==> src/rtl/cnn_result_tx.sv <==
// -----------------------------------------------------------------------------
// cnn_result_tx
// Outbound half of the CNN UART link. Result bytes from cnn_core are buffered
// in a small FIFO and framed for the UART transmitter. Each frame is sent as
// HDR_BYTE, FRAME_LEN payload bytes and an 8-bit checksum of the payload.
//
// Ports
//   clk         system clock
//   rst_n       asynchronous active-low reset (pre-synchronised)
//   res_vld     core presents a result byte
//   res_data    result byte
//   res_rdy     FIFO can accept (push = res_vld & res_rdy)
//   trmt        one-cycle pulse: UART starts sending tx_data
//   tx_data     byte to transmit, stable until the matching tx_done
//   tx_done     one-cycle pulse from UART: current byte finished
//   busy        high whenever the framer is not idle
//   frame_done  one-cycle pulse after the checksum byte completes
// -----------------------------------------------------------------------------
module cnn_result_tx #(
    parameter int unsigned FRAME_LEN = 26,
    parameter int unsigned DEPTH     = 16,
    parameter logic [7:0]  HDR_BYTE  = 8'hA5
) (
    input  logic       clk,
    input  logic       rst_n,
    input  logic       res_vld,
    input  logic [7:0] res_data,
    output logic       res_rdy,
    output logic       trmt,
    output logic [7:0] tx_data,
    input  logic       tx_done,
    output logic       busy,
    output logic       frame_done
);

    localparam int unsigned AW = (DEPTH > 1) ? $clog2(DEPTH) : 1;
    localparam int unsigned CW = $clog2(DEPTH + 1);
    localparam int unsigned LW = $clog2(FRAME_LEN + 1);
    localparam logic [CW-1:0] FULL_CNT = CW'(DEPTH);
    localparam logic [LW-1:0] LEN      = LW'(FRAME_LEN);

    typedef enum logic [1:0] {IDLE, LOAD, WAIT, DONE} state_t;
    typedef enum logic [1:0] {SEL_HDR, SEL_PL, SEL_CSUM} sel_t;

    // ---------------- result FIFO ----------------
    logic [7:0]    mem [DEPTH];
    logic [AW-1:0] wr_ptr;
    logic [AW-1:0] rd_ptr;
    logic [CW-1:0] count;
    logic          full;
    logic          empty;
    logic          push;
    logic          pop;
    logic [7:0]    head;

    assign full    = (count == FULL_CNT);
    assign empty   = (count == '0);
    assign res_rdy = !full;
    // full is judged on the registered count, so a same-cycle pop never
    // opens room for a push at full
    assign push    = res_vld && !full;
    assign head    = mem[rd_ptr];

    always_ff @(posedge clk) begin
        if (push) begin
            mem[wr_ptr] <= res_data;
        end
    end

    always_ff @(posedge clk or negedge rst_n) begin
        if (!rst_n) begin
            wr_ptr <= '0;
            rd_ptr <= '0;
            count  <= '0;
        end else begin
            if (push) begin
                wr_ptr <= wr_ptr + AW'(1);
            end
            if (pop) begin
                rd_ptr <= rd_ptr + AW'(1);
            end
            case ({push, pop})
                2'b10:   count <= count + CW'(1);
                2'b01:   count <= count - CW'(1);
                default: count <= count;
            endcase
        end
    end

    // ---------------- framing FSM ----------------
    state_t        state, state_nxt;
    sel_t          sel, sel_nxt;
    logic [LW-1:0] cnt, cnt_nxt;
    logic [7:0]    csum, csum_nxt;
    logic [7:0]    tx_data_nxt;
    logic          trmt_nxt;
    logic          frame_done_nxt;

    always_ff @(posedge clk or negedge rst_n) begin
        if (!rst_n) begin
            state      <= IDLE;
            sel        <= SEL_HDR;
            cnt        <= '0;
            csum       <= '0;
            tx_data    <= '0;
            trmt       <= 1'b0;
            frame_done <= 1'b0;
        end else begin
            state      <= state_nxt;
            sel        <= sel_nxt;
            cnt        <= cnt_nxt;
            csum       <= csum_nxt;
            tx_data    <= tx_data_nxt;
            trmt       <= trmt_nxt;
            frame_done <= frame_done_nxt;
        end
    end

    always_comb begin
        state_nxt = state;
        case (state)
            IDLE: if (!empty) state_nxt = WAIT;
            WAIT: if (tx_done) state_nxt = (sel == SEL_CSUM) ? DONE : LOAD;
            LOAD: if ((cnt == LEN) || !empty) state_nxt = WAIT;
            DONE: state_nxt = IDLE;
            default: state_nxt = IDLE;
        endcase
    end

    always_comb begin
        tx_data_nxt    = tx_data;
        trmt_nxt       = 1'b0;
        frame_done_nxt = 1'b0;
        cnt_nxt        = cnt;
        csum_nxt       = csum;
        sel_nxt        = sel;
        pop            = 1'b0;
        case (state)
            IDLE: begin
                if (!empty) begin
                    tx_data_nxt = HDR_BYTE;
                    trmt_nxt    = 1'b1;
                    cnt_nxt     = '0;
                    csum_nxt    = '0;
                    sel_nxt     = SEL_HDR;
                end
            end
            LOAD: begin
                if (cnt == LEN) begin
                    tx_data_nxt = csum;
                    trmt_nxt    = 1'b1;
                    sel_nxt     = SEL_CSUM;
                end else if (!empty) begin
                    pop         = 1'b1;
                    tx_data_nxt = head;
                    csum_nxt    = csum + head;
                    cnt_nxt     = cnt + LW'(1);
                    trmt_nxt    = 1'b1;
                    sel_nxt     = SEL_PL;
                end
            end
            DONE: frame_done_nxt = 1'b1;
            default: ;
        endcase
    end

    assign busy = (state != IDLE);

endmodule
==> config.mk <==
export PLATFORM = sky130hd
export DESIGN_NAME = cnn_result_tx
export DESIGN_NICKNAME = d
export VERILOG_FILES = /design/src/rtl/cnn_result_tx.sv
export SDC_FILE = /design/constraint.sdc
export NUM_CORES = 1
export LEC_CHECK = 0
export ABC_AREA = 1
export CAP_MARGIN = 40
export CORE_UTILIZATION = 61
export DETAILED_ROUTE_END_ITERATION = 10
export PLACE_DENSITY = 0.78
export SLEW_MARGIN = 10
export SYNTH_ARGS = -nofsm -noshare
export SYNTH_HDL_FRONTEND = slang
export SYNTH_SLANG_ARGS = --single-unit
==> constraint.sdc <==
create_clock -name clk -period 3.85 [get_ports clk]
set_clock_uncertainty 0.15 [all_clocks]
set_input_delay 0.77 -clock clk [delete_from_list [all_inputs] [get_ports clk]]
set_output_delay 0.77 -clock clk [all_outputs]
set_load 0.1 [all_outputs]
==> summary.txt <==
STA
  • Hold Vio Cnt, Final: 0
  • Period utilization: 84.7%
  • Final setup fails: 0
  • Final Max Slew Viols: 0
  • Unrepaired setup endpoints after global routing: no
  • Final-layout worst hold slack: 0.0610 ns
  • Minimum clock period: 3.26 ns
  • Fmax achieved: 0.307 GHz
  • Actual transition at the worst max-transition pin: 0.892 ns
  • Max-slew headroom at the worst pin: 40.3%
  • Total negative slack for setup checks: 0 ns

Cells and area
  • Diode insertion count for antenna repair: 0
  • Most common cell after layout, fill and taps aside: sky130_fd_sc_hd__edfxtp_1
  • Area occupied by multi-input gates: 2210 sq um
  • Area Growth Syn to Fin: 14.9%
  • Total Nets Final: 740
  • Most frequent cells in the layout: sky130_fd_sc_hd__edfxtp_1, sky130_fd_sc_hd__nor2_1, sky130_fd_sc_hd__nand2_1, sky130_fd_sc_hd__o21ai_0, sky130_fd_sc_hd__inv_1
  • Number of fill cells in the layout: 792
  • Share of layout cells above drive strength 1: 11.8%
  • Area occupied by registers: 4850 sq um

Clocking
  • Worst-path clk slew: 0.07 ns
  • # clock sinks: 168
  • CTS tree: yes
  • Post-CTS setup buffers: 0
  • Post-cts gate resize count: 0
  • CTS Root Cell: sky130_fd_sc_hd__clkbuf_16
  • Deepest level of the CTS H-tree: 4
  • Clock Latency Late Sink: 0.44 ns
  • Total CTS buffers: 17
  • Clock Tree Buf Depth: 2
  • Number of hold-repair buffers added at the cts stage: 0

Worst setup path
  • Type of the worst setup path: reg -> reg
  • CP Data Required Time: 4.01 ns
  • Kind of start point of the critical path: register
  • Critical path cell sequence: buf_4, nor2_1, o21ai_0, o211ai_1, nand3_1, nand2_1, ha_1, fa_1, nand3_1, nand3_1, nand2_1, nand2_1, a21oi_1, nand2_1, nand2_1, o22ai_1
  • R2R cell count: 16
  • Buf+Inv Stages, Crit Path: 1
  • Startpoint of the most critical register-to-register path: rd_ptr[1]
  • Highest cell delay on the worst timing path: 0.66 ns
  • Critical path peak fanout: 29
  • Terminus of the critical flop-to-flop path: csum[6]
  • Setup slack of the worst register-to-register path: 0.59 ns
  • Source of the critical timing path: rd_ptr[1]
  • Worst EP arrival: 3.42 ns
  • Cell with the biggest individual delay on the critical path: sky130_fd_sc_hd__dfrtp_1
  • Family with the most delay on the worst path: simple AND/OR/NAND/NOR gates
  • Setup crit end kind: register
  • Cell occurring most often along the worst timing path: sky130_fd_sc_hd__nand2_1

Place
  • Placer Congestion: 0.866
  • Detailed placement HPWL: 10300 um
  • Count of buffers from port buffering: 23

Floorplanning
  • Horizontal extent of the die: 113 um
  • Starting Density: 62.5%
  • Standard-cell rows: 40
  • Core region area: 12000 sq um
  • Top-level I/O count: 24
  • Die height: 113 um
  • Die Area: 12700 sq um

Pwr
  • Power per cell area: 811 nW/um^2
  • Power share of the clock group: 23.1%
  • Part of the total power dissipated in combinational logic: 41.5%
  • Sw Pwr: 2.87 mW
  • VDD IR max: 0.455 mV
  • Share of total power consumed by net switching: 41.3%
  • Static Leakage: 3.32 nW
  • Relative contribution of sequential cells to total power: 35.5%
  • Design internal power: 4.09 mW

Routing
  • Via density: 5.89
  • Antenna-violating nets left: 0
  • Number of search-and-repair iterations in the first detailed-routing pass: 5
  • Vias: 5113
  • DRC marker count from the first detailed-route iteration: 600
  • Avg WL per Cell: 18.4 um
  • Remaining routing DRC violations: 0
  • Drt total wl: 15900 um

Logic synthesis
  • Async set-reset flop share out of synthesis: 23.8%
  • Net count after synthesis: 702
  • Most frequently used flop master after synthesis: sky130_fd_sc_hd__edfxtp_1
  • Number of flip-flops and latches in the synthesized netlist: 168
  • Share of the yosys chip area belonging to registers: 64.8%
  • Synth Area per Inst: 11.2 sq um
  • Count of flip-flops with a built-in enable after synthesis: 128
  • Count of synthesis-stage warnings from yosys: 0
  • Cell count after synthesis: 670
  • Synth Cell Area: 7470 sq um
  • Number of unique standard cell types used by synthesis: 40

GRT
  • Total GRT Usage: 27.6%
  • Initial antenna violation count: 0
  • Total global routing overflow: 0
  • Via count of the first global-routing pass: 5007
  • Global-route wire length before repair: 25800 um
  • Maximum number of pins on one net before global-route repair: 77

Worst hold path
  • Class of the tightest hold or removal check: in -> async

Outcome
  • Result of the run: completed

Flow run
  • Number of maximum-capacitance violations: 0
-- routing by layer --
metal | vias up | wire [um] | global-route usage, %
met5 | - | 0 | 0
met4 | 0 | 486 | 14.1
met3 | 38 | 1150 | 6.97
met2 | 218 | 7900 | 45.3
met1 | 2459 | 6400 | 34.2
li1 | 2398 | - | -
-- flip-flops by register name, indices dropped and copies added (netlist names) --
name / cells
frame_done: 1
trmt: 1
sel: 2
state: 2
tx_data: 8
wr_ptr: 4
count: 5
mem: 128
csum: 8
rd_ptr: 4
cnt: 5
-- synth_stat cells (all sizes together) (3+ instances only) --
master / n / area share [%]
xor2: 9 / 1.2
buf: 23 / 2.0
clkbuf: 5 / 0.25
o211ai: 28 / 2.8
o22ai: 6 / 0.50
nor2: 102 / 5.6
nand3: 33 / 2.2
ha: 18 / 3.0
o21bai: 3 / 0.30
a21oi: 19 / 1.4
o21ai: 78 / 5.4
edfxtp: 128 / 51
dfrtp: 40 / 13
nand2: 93 / 4.7
inv: 65 / 3.3
o221ai: 5 / 0.59
nand4: 3 / 0.42
-- power by group through the flow --
stage	registers, mW	clock network [mW]	logic, mW
3_3_place_gp	2.48	0	2.56
4_1_cts	2.47	1.62	2.87
5_1_grt	2.50	1.70	3.17
2_1_floorplan	2.70	0	1.80
3_5_place_dp	2.50	0	2.83
6_report	2.47	1.60	2.89
-- cell type report --
type / count / share of cell area (%)
Sequential cell: 168 / 56.5
Multi-Input combinational cell: 408 / 25.8
Timing Repair Buffer: 47 / 6.24
Clock buffer: 19 / 5.04
Inverter: 66 / 2.92
Tap cell: 147 / 2.14
Clock inverter: 13 / 1.43
-- worst max path at each step --
stage	depth (start not counted)	endpoint	slack (ns)
after detailed placement	16	csum[6]	0.73
after floorplan	15	count[4]	1.13
final	16	csum[6]	0.59
after global routing	16	csum[6]	0.37
after CTS	16	csum[6]	0.62
after global placement	16	csum[6]	0.87
-- logic make-up (layout without fill, tap and decap cells) --
| family | after synthesis | after routing | share of synthesized area, % |
|---|---|---|---|
| xor+xnor | 10 | 10 | 1.27 |
| compound gates | 142 | 142 | 11.3 |
| simple gates | 236 | 236 | 13.5 |
| flops | 168 | 168 | 64.8 |
| buf+inv | 94 | 145 | 5.58 |
| fa+ha+maj | 20 | 20 | 3.55 |
-- worst reg2reg max path, stage by stage, from the launching register on --
cell and delay, ns:
sky130_fd_sc_hd__dfrtp_1 0.66, sky130_fd_sc_hd__buf_4 0.40, sky130_fd_sc_hd__nor2_1 0.09, sky130_fd_sc_hd__o21ai_0 0.10, sky130_fd_sc_hd__o211ai_1 0.13, sky130_fd_sc_hd__nand3_1 0.10, sky130_fd_sc_hd__nand2_1 0.10, sky130_fd_sc_hd__ha_1 0.23
sky130_fd_sc_hd__fa_1 0.42, sky130_fd_sc_hd__nand3_1 0.09, sky130_fd_sc_hd__nand3_1 0.09, sky130_fd_sc_hd__nand2_1 0.09, sky130_fd_sc_hd__nand2_1 0.06, sky130_fd_sc_hd__a21oi_1 0.21, sky130_fd_sc_hd__nand2_1 0.08, sky130_fd_sc_hd__nand2_1 0.08
sky130_fd_sc_hd__o22ai_1 0.07
-- through the flow --
stage | setup WS [ns] | area [sq um] | cells | util (%) | total power, mW
global placement | 0.870 | 7820 | 822 | 65.3 | 5.04
floorplan | 1.13 | 7470 | 670 | - | 4.50
global route | 0.374 | 8580 | 868 | 71.8 | 7.36
finish | 0.588 | 8580 | 868 | 71.8 | 6.96
detailed placement | 0.729 | 8020 | 835 | 67.1 | 5.33
CTS | 0.623 | 8580 | 867 | 71.7 | 6.96
Note: power is estimated with default switching activity, not from simulation.
